<file path="config.mk">
export PLATFORM = sky130hd
export DESIGN_NAME = gpio_in_cond
export DESIGN_NICKNAME = d
export VERILOG_FILES = /design/src/rtl/gpio_pkg.sv /design/src/rtl/gpio_debounce_bit.sv /design/src/rtl/gpio_in_cond.sv
export SDC_FILE = /design/constraint.sdc
export NUM_CORES = 1
export LEC_CHECK = 0
export CAP_MARGIN = 20
export CORE_UTILIZATION = 35
export CTS_BUF_LIST = sky130_fd_sc_hd__clkbuf_4
export CTS_CLUSTER_SIZE = 12
export DETAILED_ROUTE_END_ITERATION = 8
export DONT_BUFFER_PORTS = 1
export GPL_TIMING_DRIVEN = 0
export PLACE_DENSITY_LB_ADDON = 0.1
export SLEW_MARGIN = 0
export SYNTH_ARGS = -nofsm -noshare
export SYNTH_HDL_FRONTEND = slang
export SYNTH_SLANG_ARGS = --single-unit
</file>
<file path="constraint.sdc">
create_clock -name clk -period 1.3 [get_ports clk]
set_input_delay 0.195 -clock clk [delete_from_list [all_inputs] [get_ports clk]]
set_output_delay 0.195 -clock clk [all_outputs]
set_load 0.1 [all_outputs]
</file>
<file path="src/rtl/gpio_pkg.sv">
// Shared GPIO constants: register map, direction encoding, per-pin edge event payload.
// Consumed by gpio_in_cond and gpio_debounce_bit.
package gpio_pkg;

    localparam int unsigned GPIO_WIDTH = 32;

    localparam logic [31:0] GPIO_BASE     = 32'h2000_0000;
    localparam logic [31:0] GPIO_OFS_DATA = 32'h0000_0000;
    localparam logic [31:0] GPIO_OFS_DIR  = 32'h0000_0004;
    localparam logic [31:0] GPIO_OFS_READ = 32'h0000_0008;

    localparam logic DIR_OUT = 1'b1;
    localparam logic DIR_IN  = 1'b0;

    typedef struct packed {
        logic rise;
        logic fall;
    } edge_evt_t;

    // Counter width holding values 0..n-1, never narrower than one bit.
    function automatic int unsigned cnt_width(input int unsigned n);
        return (n > 1) ? $clog2(n) : 1;
    endfunction

endpackage

</file>
<file path="src/rtl/gpio_debounce_bit.sv">
// One pin: 2-flop synchroniser, tick-driven debounce counter, stable level and edge events.
// GPIO_COND_GLITCH_CNT_EN adds the glitch_c rejected-glitch indicator.
module gpio_debounce_bit
    import gpio_pkg::*;
#(
    parameter int unsigned DB_COUNT = 4
) (
    input  logic      clk,
    input  logic      rst_n,
    input  logic      pad_i,
    input  logic      dir_i,
    input  logic      tick_i,
    output logic      level_o,
    output edge_evt_t evt_o
`ifdef GPIO_COND_GLITCH_CNT_EN
    ,
    output logic      glitch_c
`endif
);

    localparam int unsigned CW = cnt_width(DB_COUNT + 1);

    logic            s1_q;
    logic            s2_q;
    logic            stable_q;
    logic            stable_d;
    logic [CW-1:0]   cnt_q;
    logic [CW-1:0]   cnt_d;
    edge_evt_t       evt_q;
    edge_evt_t       evt_d;
    logic            accept;

    // A differing level must survive DB_COUNT ticks; any return to stable restarts the count.
    always_comb begin
        cnt_d    = cnt_q;
        stable_d = stable_q;
        evt_d    = '0;
        accept   = 1'b0;
        if (s2_q == stable_q) begin
            cnt_d = '0;
        end else if (tick_i) begin
            if (cnt_q == CW'(DB_COUNT - 1)) begin
                accept   = 1'b1;
                stable_d = s2_q;
                cnt_d    = '0;
            end else begin
                cnt_d = cnt_q + CW'(1);
            end
        end
        if (accept && (dir_i == DIR_IN)) begin
            evt_d.rise = s2_q;
            evt_d.fall = ~s2_q;
        end
    end

    always_ff @(posedge clk or negedge rst_n) begin
        if (!rst_n) begin
            s1_q     <= 1'b0;
            s2_q     <= 1'b0;
            stable_q <= 1'b0;
            cnt_q    <= '0;
            evt_q    <= '0;
        end else begin
            s1_q     <= pad_i;
            s2_q     <= s1_q;
            stable_q <= stable_d;
            cnt_q    <= cnt_d;
            evt_q    <= evt_d;
        end
    end

    assign level_o = stable_q;
    assign evt_o   = evt_q;

`ifdef GPIO_COND_GLITCH_CNT_EN
    assign glitch_c = (s2_q == stable_q) && (cnt_q != '0);
`endif

endmodule

</file>
<file path="src/rtl/gpio_in_cond.sv">
// GPIO input conditioning: shared debounce prescaler, per-pin debounce, sticky edge irq status.
// GPIO_COND_GLITCH_CNT_EN adds a saturating 8-bit rejected-glitch counter output.
module gpio_in_cond
    import gpio_pkg::*;
#(
    parameter int unsigned WIDTH    = GPIO_WIDTH,
    parameter int unsigned PRESCALE = 1,
    parameter int unsigned DB_COUNT = 4
) (
    input  logic             clk,
    input  logic             rst_n,
    input  logic [WIDTH-1:0] pad_in,
    input  logic [WIDTH-1:0] dir,
    input  logic [WIDTH-1:0] irq_rise_en,
    input  logic [WIDTH-1:0] irq_fall_en,
    input  logic [WIDTH-1:0] irq_clr,
    output logic [WIDTH-1:0] pin_level,
    output logic [WIDTH-1:0] rise_evt,
    output logic [WIDTH-1:0] fall_evt,
    output logic [WIDTH-1:0] irq_status,
    output logic             irq
`ifdef GPIO_COND_GLITCH_CNT_EN
    ,
    output logic [7:0]       glitch_cnt
`endif
);

    localparam int unsigned PW = cnt_width(PRESCALE);

    logic [PW-1:0]    pre_q;
    logic [PW-1:0]    pre_d;
    logic             tick;
    logic [WIDTH-1:0] level;
    logic [WIDTH-1:0] rise;
    logic [WIDTH-1:0] fall;
    logic [WIDTH-1:0] irq_q;
    logic [WIDTH-1:0] irq_d;

    // With PRESCALE=1 the counter sits at 0, which is also the wrap value, so tick stays high.
    always_comb begin
        tick  = (pre_q == PW'(PRESCALE - 1));
        pre_d = tick ? '0 : pre_q + PW'(1);
    end

`ifdef GPIO_COND_GLITCH_CNT_EN
    logic [WIDTH-1:0] glitch;
`endif

    for (genvar i = 0; i < int'(WIDTH); i++) begin : g_pin
        edge_evt_t evt;

        gpio_debounce_bit #(
            .DB_COUNT (DB_COUNT)
        ) u_bit (
            .clk      (clk),
            .rst_n    (rst_n),
            .pad_i    (pad_in[i]),
            .dir_i    (dir[i]),
            .tick_i   (tick),
            .level_o  (level[i]),
            .evt_o    (evt)
`ifdef GPIO_COND_GLITCH_CNT_EN
            ,
            .glitch_c (glitch[i])
`endif
        );

        assign rise[i] = evt.rise;
        assign fall[i] = evt.fall;
    end

    // Set has priority over a same-cycle write-1-to-clear.
    always_comb begin
        irq_d = (irq_q & ~irq_clr) | (rise & irq_rise_en) | (fall & irq_fall_en);
    end

    always_ff @(posedge clk or negedge rst_n) begin
        if (!rst_n) begin
            pre_q <= '0;
            irq_q <= '0;
        end else begin
            pre_q <= pre_d;
            irq_q <= irq_d;
        end
    end

    assign pin_level  = level;
    assign rise_evt   = rise;
    assign fall_evt   = fall;
    assign irq_status = irq_q;
    assign irq        = |irq_q;

`ifdef GPIO_COND_GLITCH_CNT_EN
    localparam int unsigned SW = 9 + cnt_width(WIDTH + 1);

    logic [SW-1:0] gsum;
    logic [7:0]    gcnt_q;
    logic [7:0]    gcnt_d;

    // Add this cycle's rejecting pins, clamp at 255.
    always_comb begin
        gsum = SW'(gcnt_q);
        for (int unsigned i = 0; i < WIDTH; i++) begin
            gsum = gsum + SW'(glitch[i]);
        end
        gcnt_d = (gsum > SW'(255)) ? 8'hFF : gsum[7:0];
    end

    always_ff @(posedge clk or negedge rst_n) begin
        if (!rst_n) begin
            gcnt_q <= '0;
        end else begin
            gcnt_q <= gcnt_d;
        end
    end

    assign glitch_cnt = gcnt_q;
`endif

endmodule
</file>
==> impl_summary.md, run 1 <==
STA
Derived from the worst setup path, the maximum achievable clock frequency is 385 MHz. Across all setup checks in the final design, the least slack found is -1.30 ns. The share of the clock period used by the worst path after layout is 2.00.

The worst clock skew on the final layout is 0.0498 ns. For the pin with the worst max-slew slack, the measured transition is 1.07 ns. Setup repair after global routing could not meet its margin everywhere.

The final number of max-transition violations came to 0. The relative max-transition margin is 0.285. The sum of negative setup slack is -22.44 ns. The number of setup violations in the final report is 129. The clock period minus worst slack is 2.60 ns. The number of hold violations in the final report is 288.

The smallest hold slack is -0.767 ns.

Synth
A synthesized cell averages 13.9 um2. In this run, distinct cell masters in the synthesized netlist total 20. The register bit total from synthesis is 288. Summing every instance area after synthesis gives 0.0106 mm2. The count of warnings emitted by yosys is 0.

For this run, the register share of the synthesized area comes to 0.679. Counting every net in the synthesized netlist gives 959. In the synthesized netlist, the number of instances is 765.

Power and ir drop
The net switching power is 0.0122 W. Across the VDD grid, the largest voltage drop is 0.00144 V. The internal power is 0.0199 W. The power per unit of standard cell area is 2150 mW/mm2. Of the total power, registers draw 0.397. The clock share of power is 0.257. The switching fraction of total power is 0.380. Summed over all cells, the static leakage comes to 6.45 nW. The combinational power share is 0.345.

Clocking
The clock passes through at most 3 buffers. The clock latency on the worst-skew pair is 0.67 ns. Clock tree synthesis inserted a total of 78 buffers. The root buffer cell is sky130_fd_sc_hd__clkbuf_4. The number of hold buffers added after CTS was 167. The clock tree from TritonCTS is built. The H-tree depth is 3. The number of sinks on the clock net is 288.

Clock-pin slew was measured on the worst setup and hold paths at 0.07 ns.

Setup path
Walking the worst path, the cells encountered are nor4_4 -> nand4_1 -> or2_4. The critical path endpoint category is an output port. The launch instance of the worst register-to-register path is irq_status[30].

For this run, the slowest stage of the critical path takes 0.63 ns. The cell family contributing the most delay on the critical path is simple AND/OR/NAND/NOR gates. In this run the worst setup path begins at irq_status[25].

The type of the worst setup path is reg -> out. The worst path buffer plus inverter count is 0. The number of cells on the worst reg-to-reg path is 2. The logic depth of the worst setup path including buffers is 3. The slowest stage of the critical path is the sky130_fd_sc_hd__dfrtp_4 cell. For the worst setup path, the data required time is 1.11 ns.

In this run the worst path has a maximum fanout of 3. The flop-to-flop setup slack is 0.06 ns. The worst reg2reg path endpoint is irq_status[30]. The critical path data arrival time is 2.40 ns.

The launching element type of the critical path is a flip-flop. The critical path capture point is irq.

Global route
The first global-routing pass estimated 37,700 um of wire. The number of antenna violations at the first check in global routing came to 1. The maximum number of pins on one net before global-route repair is 289.

The total congestion overflow after global routing is 0. The via count of the first global-routing pass is 7,985. Across every metal layer, demand over resource in global routing totals 0.153.

Die
The floorplan core area is 0.0297 mm2. For this configuration, the core starts out at a cell density of 0.357. The floorplan step set the die width to 176 um. The floorplan has 63 rows. The die covers 0.0310 mm2. Pin placement for this block handled 291 I/O pins. The die is 176 um tall.

Finish
In the final layout, the multi-input gates occupy 0.00309 mm2. Fill cells in the final layout number 2,475. The leading cell type in the layout, fill and taps excluded is sky130_fd_sc_hd__dlygate4sd3_1. Summing all flip-flop and latch instances after layout gives 0.00761 mm2. After routing the design area is 0.0150 mm2. The synthesis-to-layout area growth is 40.9%. The top cell types in the final layout, fill and taps aside, are sky130_fd_sc_hd__dlygate4sd3_1, sky130_fd_sc_hd__dfrtp_1, sky130_fd_sc_hd__clkbuf_4, sky130_fd_sc_hd__dfrtp_4, sky130_fd_sc_hd__nor4b_1. The share of cells above drive strength 1 is 0.320. The layout net count is 1,239.

Placement
The placed wire-length estimate after detailed placement is 13,600 um. The final estimated routing congestion in global placement is 0.710. In this run the tool buffered the top-level ports with 0 buffer cells.

The worst slack at placement is -1.01 ns. After detailed placement, the total cell area comes to 0.0112 mm2.

Route
The via count normalized by instance count is 4.71. The first routing iteration left 238 violations. In the final routed layout, each cell accounts on average for 15.6 um.

In the routed design, unresolved DRC markers number 0. The final wirelength is 23,300 um. The total iterations of the first detailed-routing run is 4. The count of nets left with antenna violations once routing finished came out at 0. The vias after detailed routing is 7,031.

Min path
The tightest min-delay check is of the in -> async type.

Outcome
The run finished, with violations left. The checks that failed: negative hold slack, negative setup slack.

Job
Max-cap violations in this run came to 0.
layer usage:
layer	wire length (um)	part of all wire	vias up	GRT usage
met5	0	0	-	0
met4	614	0.026	0	0.0692
met3	1790	0.077	57	0.0480
met2	11900	0.51	280	0.270
met1	9040	0.39	3440	0.166
li1	-	-	3254	-
power by group through the flow:
| stage | Clock [W] | Combinational, W | Sequential (W) |
|---|---|---|---|
| 2_1_floorplan | 0 | 0.00746 | 0.0125 |
| 3_3_place_gp | 0 | 0.00796 | 0.0127 |
| 3_5_place_dp | 0 | 0.00825 | 0.0128 |
| 4_1_cts | 0.00867 | 0.0110 | 0.0128 |
| 5_1_grt | 0.00915 | 0.0118 | 0.0130 |
| 6_report | 0.00826 | 0.0111 | 0.0128 |
how the worst min path moves through the flow:
stage	slack (ns)	cells past startpoint	end
2_1_floorplan	-0.10	0	g_pin[0].u_bit.cnt_q[0]
3_3_place_gp	-0.09	0	g_pin[4].u_bit.cnt_q[0]
3_5_place_dp	-0.09	0	g_pin[4].u_bit.evt_o[1]
4_1_cts	-0.88	0	g_pin[29].u_bit.cnt_q[0]
5_1_grt	-0.84	0	g_pin[4].u_bit.cnt_q[0]
6_report	-0.77	0	g_pin[4].u_bit.level_o
area by class of cell:
type | count | share of cell area
Sequential cell | 288 | 0.509
Multi-Input combinational cell | 396 | 0.206
Timing Repair Buffer | 200 | 0.128
Clock buffer | 119 | 0.0597
Buffer | 32 | 0.0428
Tap cell | 390 | 0.0326
Inverter | 49 | 0.0123
Clock inverter | 17 | 0.00903
Antenna cell | 2 | 0.000335
sequential cells by signal, indices dropped and copies added, names as in the netlist:
name / flops
irq_status: 32
g_pin.u_bit.cnt_q: 96
g_pin.u_bit.level_o: 32
g_pin.u_bit.s2_q: 32
g_pin.u_bit.evt_o: 64
g_pin.u_bit.s1_q: 32
what timing repair did:
item | in CTS | in global routing
setup endpoints to repair | 159 | 131
pin swaps | 3 | 0
setup buffers | 31 | 2
hold endpoints to repair | 416 | 288
resized for setup | 294 | 3
synth_stat cells:
cell type | number | share of area
sky130_fd_sc_hd__nand2_1 | 33 | 0.012
sky130_fd_sc_hd__nor4b_1 | 64 | 0.053
sky130_fd_sc_hd__a221o_1 | 2 | 0.0019
sky130_fd_sc_hd__nor3_1 | 30 | 0.014
sky130_fd_sc_hd__and3b_1 | 2 | 0.0016
sky130_fd_sc_hd__ha_1 | 32 | 0.038
sky130_fd_sc_hd__nor4_2 | 1 | 0.0012
sky130_fd_sc_hd__o21ai_0 | 30 | 0.014
sky130_fd_sc_hd__nor2b_1 | 24 | 0.014
sky130_fd_sc_hd__a22oi_1 | 30 | 0.021
sky130_fd_sc_hd__nand2b_1 | 32 | 0.019
sky130_fd_sc_hd__nor3b_1 | 53 | 0.037
sky130_fd_sc_hd__dfrtp_1 | 288 | 0.68
sky130_fd_sc_hd__inv_1 | 49 | 0.017
sky130_fd_sc_hd__mux2_2 | 21 | 0.022
sky130_fd_sc_hd__nor4_1 | 7 | 0.0041
sky130_fd_sc_hd__xnor2_1 | 32 | 0.026
sky130_fd_sc_hd__or2_1 | 1 | 0.00059
sky130_fd_sc_hd__buf_4 | 32 | 0.023
sky130_fd_sc_hd__nand4_1 | 2 | 0.0012
through the flow:
stage                     instances  total power (W)   util
final                          1493           0.0321  0.503
after global routing           1493           0.0339  0.503
after detailed placement       1155           0.0211  0.376
after floorplan                 765           0.0199      -
after global placement         1155           0.0207  0.376
after CTS                      1489           0.0325  0.502
worst reg2reg max path: stages, from the launching register on:
cell	delay, ns
sky130_fd_sc_hd__dfrtp_4	0.63
sky130_fd_sc_hd__nor2b_1	0.20
sky130_fd_sc_hd__a221o_1	0.28
cells by family (layout without fill, tap and decap cells):
| group | Yosys count | in the layout | synth area share |
|---|---|---|---|
| flops | 288 | 288 | 0.679 |
| simple gates | 249 | 249 | 0.158 |
| buf+inv | 81 | 417 | 0.0399 |
| compound gates | 62 | 62 | 0.0372 |
| fa+ha+maj | 32 | 32 | 0.0377 |
| xor+xnor | 32 | 32 | 0.0264 |
| mux | 21 | 21 | 0.0223 |
| other cells | 0 | 2 | 0 |
No activity file was read; power rests on OpenSTA's default activity.
==> run 2, diff against run 1 <==
- PLACE_DENSITY_LB_ADDON: 0.1 -> default
==> impl_summary.md, run 2 (synthesis results as in run 1) <==
STA
Setup repair after global routing could not meet its margin everywhere. For the pin with the worst max-slew slack, the measured transition is 0.785 ns. The final number of max-transition violations is 0. The share of the clock period used by the worst path after layout is 2.08.

The clock period minus worst slack is 2.71 ns. The number of hold violations in the final report is 288. The smallest hold slack is -0.764 ns. The highest attainable clock frequency is 369 MHz. The worst clock skew on the final layout is 0.0480 ns.

Across all setup checks in the final design, the least slack found is -1.41 ns. Setup violations remaining at the end of the flow were counted as 129. After routing, the total negative slack on setup checks comes to -24.08 ns.

Headroom to the max-slew limit came out at 0.476.

Global route
The routing usage on met1 is 0.161. The maximum number of pins on one net before global-route repair is 289. The via count of the first global-routing pass is 7,838. For this run, global-route usage on met3 was measured as 0.0566.

The met2 global-route usage is 0.268. The number of antenna violations at the first check in global routing is 1. The layer flagged by global routing as most heavily used is met2. The total overflow left after global routing is 0.

In the global route stage, overall resource usage came out at 0.154. The wire length of the first global-routing pass is 37,400 um.

Setup path
Of all nets on the critical path, the largest fanout is 3. The type of the worst setup path is reg -> out. STA puts the critical path data required time at 1.11 ns. The largest single stage delay on the critical path is 0.63 ns. Traced cell by cell, the critical path runs through nor4_4 -> nand4_1 -> or2_4. STA classifies the critical path endpoint as an output port.

The slowest stage of the critical path is the sky130_fd_sc_hd__dfrtp_4 cell. STA classifies the critical path startpoint as a flip-flop. The critical path data arrival time is 2.51 ns.

Clocking
The clock latency on the worst-skew pair is 0.69 ns. The tree built by TritonCTS fans out to 288 sinks. The clock passes through at most 3 buffers.

TritonCTS built the clock tree. The root buffer cell is sky130_fd_sc_hd__clkbuf_4. After clock tree synthesis, the clock-pin slew on the worst setup and hold paths is 0.06 ns.

Buffers inserted during clock tree synthesis total 79. In this run, post-CTS hold repair placed 184 buffers. The H-tree depth is 3.

Route
The first routing iteration left 304 violations. Summed over all layers, the routed wires come to 23,700 um. The total iterations of the first detailed-routing run is 7. The post-route antenna net violation count is 0. The residual DRC count is 0. The via count normalized by instance count is 4.70. The vias after detailed routing is 7,116. Dividing the detail-routed wire length by the instance count gives 15.6 um.

Die
The die is 176 um wide. 291 I/O pins were placed. In this run the core area contains 63 standard-cell rows.

The initial utilization of the core area, before any placement, comes to 0.357. The area of the die is 0.0310 mm2. The floorplan step defined a core boundary enclosing 0.0297 mm2. The vertical die dimension is 176 um.

Outcome
The run finished, with violations left. The final reports fail on negative hold slack, negative setup slack.

Min path
The path category of the worst min-delay check is in -> async.

Finish
The area growth from synthesis to layout is 41.9%. The register with the most flip-flops in the layout has 96 of them. For this run, the number of standard cells in the final layout without fillers is 1,513. The share of cells above drive strength 1 is 0.316. The library cell used most frequently in the layout, excluding fill and tap cells, is sky130_fd_sc_hd__dlygate4sd3_1.

The top register by number of flip-flops is g_pin.u_bit.cnt_q. The number of fillers in the final layout is 2,436. The layout net count is 1,260. The fraction of the core area covered by cells at the end of the flow is 0.507. In the layout the commonest cells are sky130_fd_sc_hd__dlygate4sd3_1, sky130_fd_sc_hd__dfrtp_1, sky130_fd_sc_hd__clkbuf_4, sky130_fd_sc_hd__dfrtp_4, sky130_fd_sc_hd__nor4b_1.

Placement
Once detailed placement completed, the half-perimeter wirelength came to 12,900 um. At the end of routability-driven placement, the weighted congestion stood at 0.722. The number of buffer cells added on primary ports is 0.

The number of instances in the placed design is 1,155.

Power and ir drop
Total power for the finished layout comes to 0.0316 W. The analysis attributes to cell leakage a power of 6.50 nW. The worst vdd rail ir drop is 0.00135 V. In this run the power density over the cells is 2100 mW/mm2.

Job
The number of max-cap violations is 0.
-- run 2: cell types whose count changed in the layout (fill, tap and decap cells not counted), sizes merged --
| cell | before | now |
|---|---|---|
| bufinv | 2 | 0 |
| dlygate4sd3 | 167 | 184 |
| inv | 50 | 53 |
| diode | 2 | 1 |
| buf | 65 | 68 |
| clkinv | 13 | 14 |
| clkinvlp | 1 | 0 |
-- run 2: worst paths after layout --
path / start / end / slack, ns / cells after the start
min reg2reg: g_pin[5].u_bit.s1_q / g_pin[5].u_bit.s2_q / 0.34 / 0
max reg2reg: g_pin[25].u_bit.cnt_q[0] / g_pin[25].u_bit.level_o / 0.07 / 3
max in group asynchronous: rst_n / irq_status[25] / 1.33 / 0
min: rst_n / g_pin[27].u_bit.s2_q / -0.76 / 0
max: irq_status[25] / irq / -1.41 / 3
min in group clk: pad_in[22] / g_pin[22].u_bit.s1_q / 0.09 / 1
-- run 2: repair_timing --
item | in CTS | in global routing
buffers inserted | 30 | 6
hold endpoints to repair | 416 | 288
pin swaps | 2 | 4
gates resized for setup | 285 | 9
endpoints found under the setup margin | 161 | 135
-- run 2: per-layer routing --
layer  vias to the layer above  routed length [um]
met3                        68                1960
met4                         0                 829
met5                         -                   0
li1                       3303                   -
met2                       310               11800
met1                      3435                9050
-- run 2: metrics by stage --
stage / setup WS [ns] / hold slack (ns) / instance area (um2)
3_5_place_dp: -1.37 / -0.0949 / 11200
3_3_place_gp: -1.38 / -0.0940 / 11200
6_report: -1.41 / -0.764 / 15100
2_1_floorplan: -0.289 / -0.101 / 10700
4_1_cts: -1.56 / -0.894 / 15000
5_1_grt: -1.55 / -0.867 / 15100
-- run 2: power breakdown --
group / switching (W) / internal [W]
registers: 0.00208 / 0.0106
clock network: 0.00361 / 0.00416
logic: 0.00642 / 0.00472
total: 0.0121 / 0.0195
-- run 2: layout make-up --
| type | count | area, um2 | share of cell area |
|---|---|---|---|
| Multi-Input combinational cell | 396 | 3070 | 0.204 |
| Antenna cell | 1 | 2.50 | 0.000166 |
| Buffer | 32 | 641 | 0.0425 |
| Tap cell | 390 | 488 | 0.0324 |
| Sequential cell | 288 | 7610 | 0.505 |
| Timing Repair Buffer | 220 | 2110 | 0.140 |
| Clock buffer | 119 | 893 | 0.0593 |
| Inverter | 49 | 184 | 0.0122 |
| Clock inverter | 18 | 70.1 | 0.00465 |
-- run 2: worst max-delay path, delay by kind of cell, from the launching register on --
| kind | cells | cell delay [ns] |
|---|---|---|
| DFF | 1 | 0.63 |
| and+or+nand+nor | 3 | 1.21 |
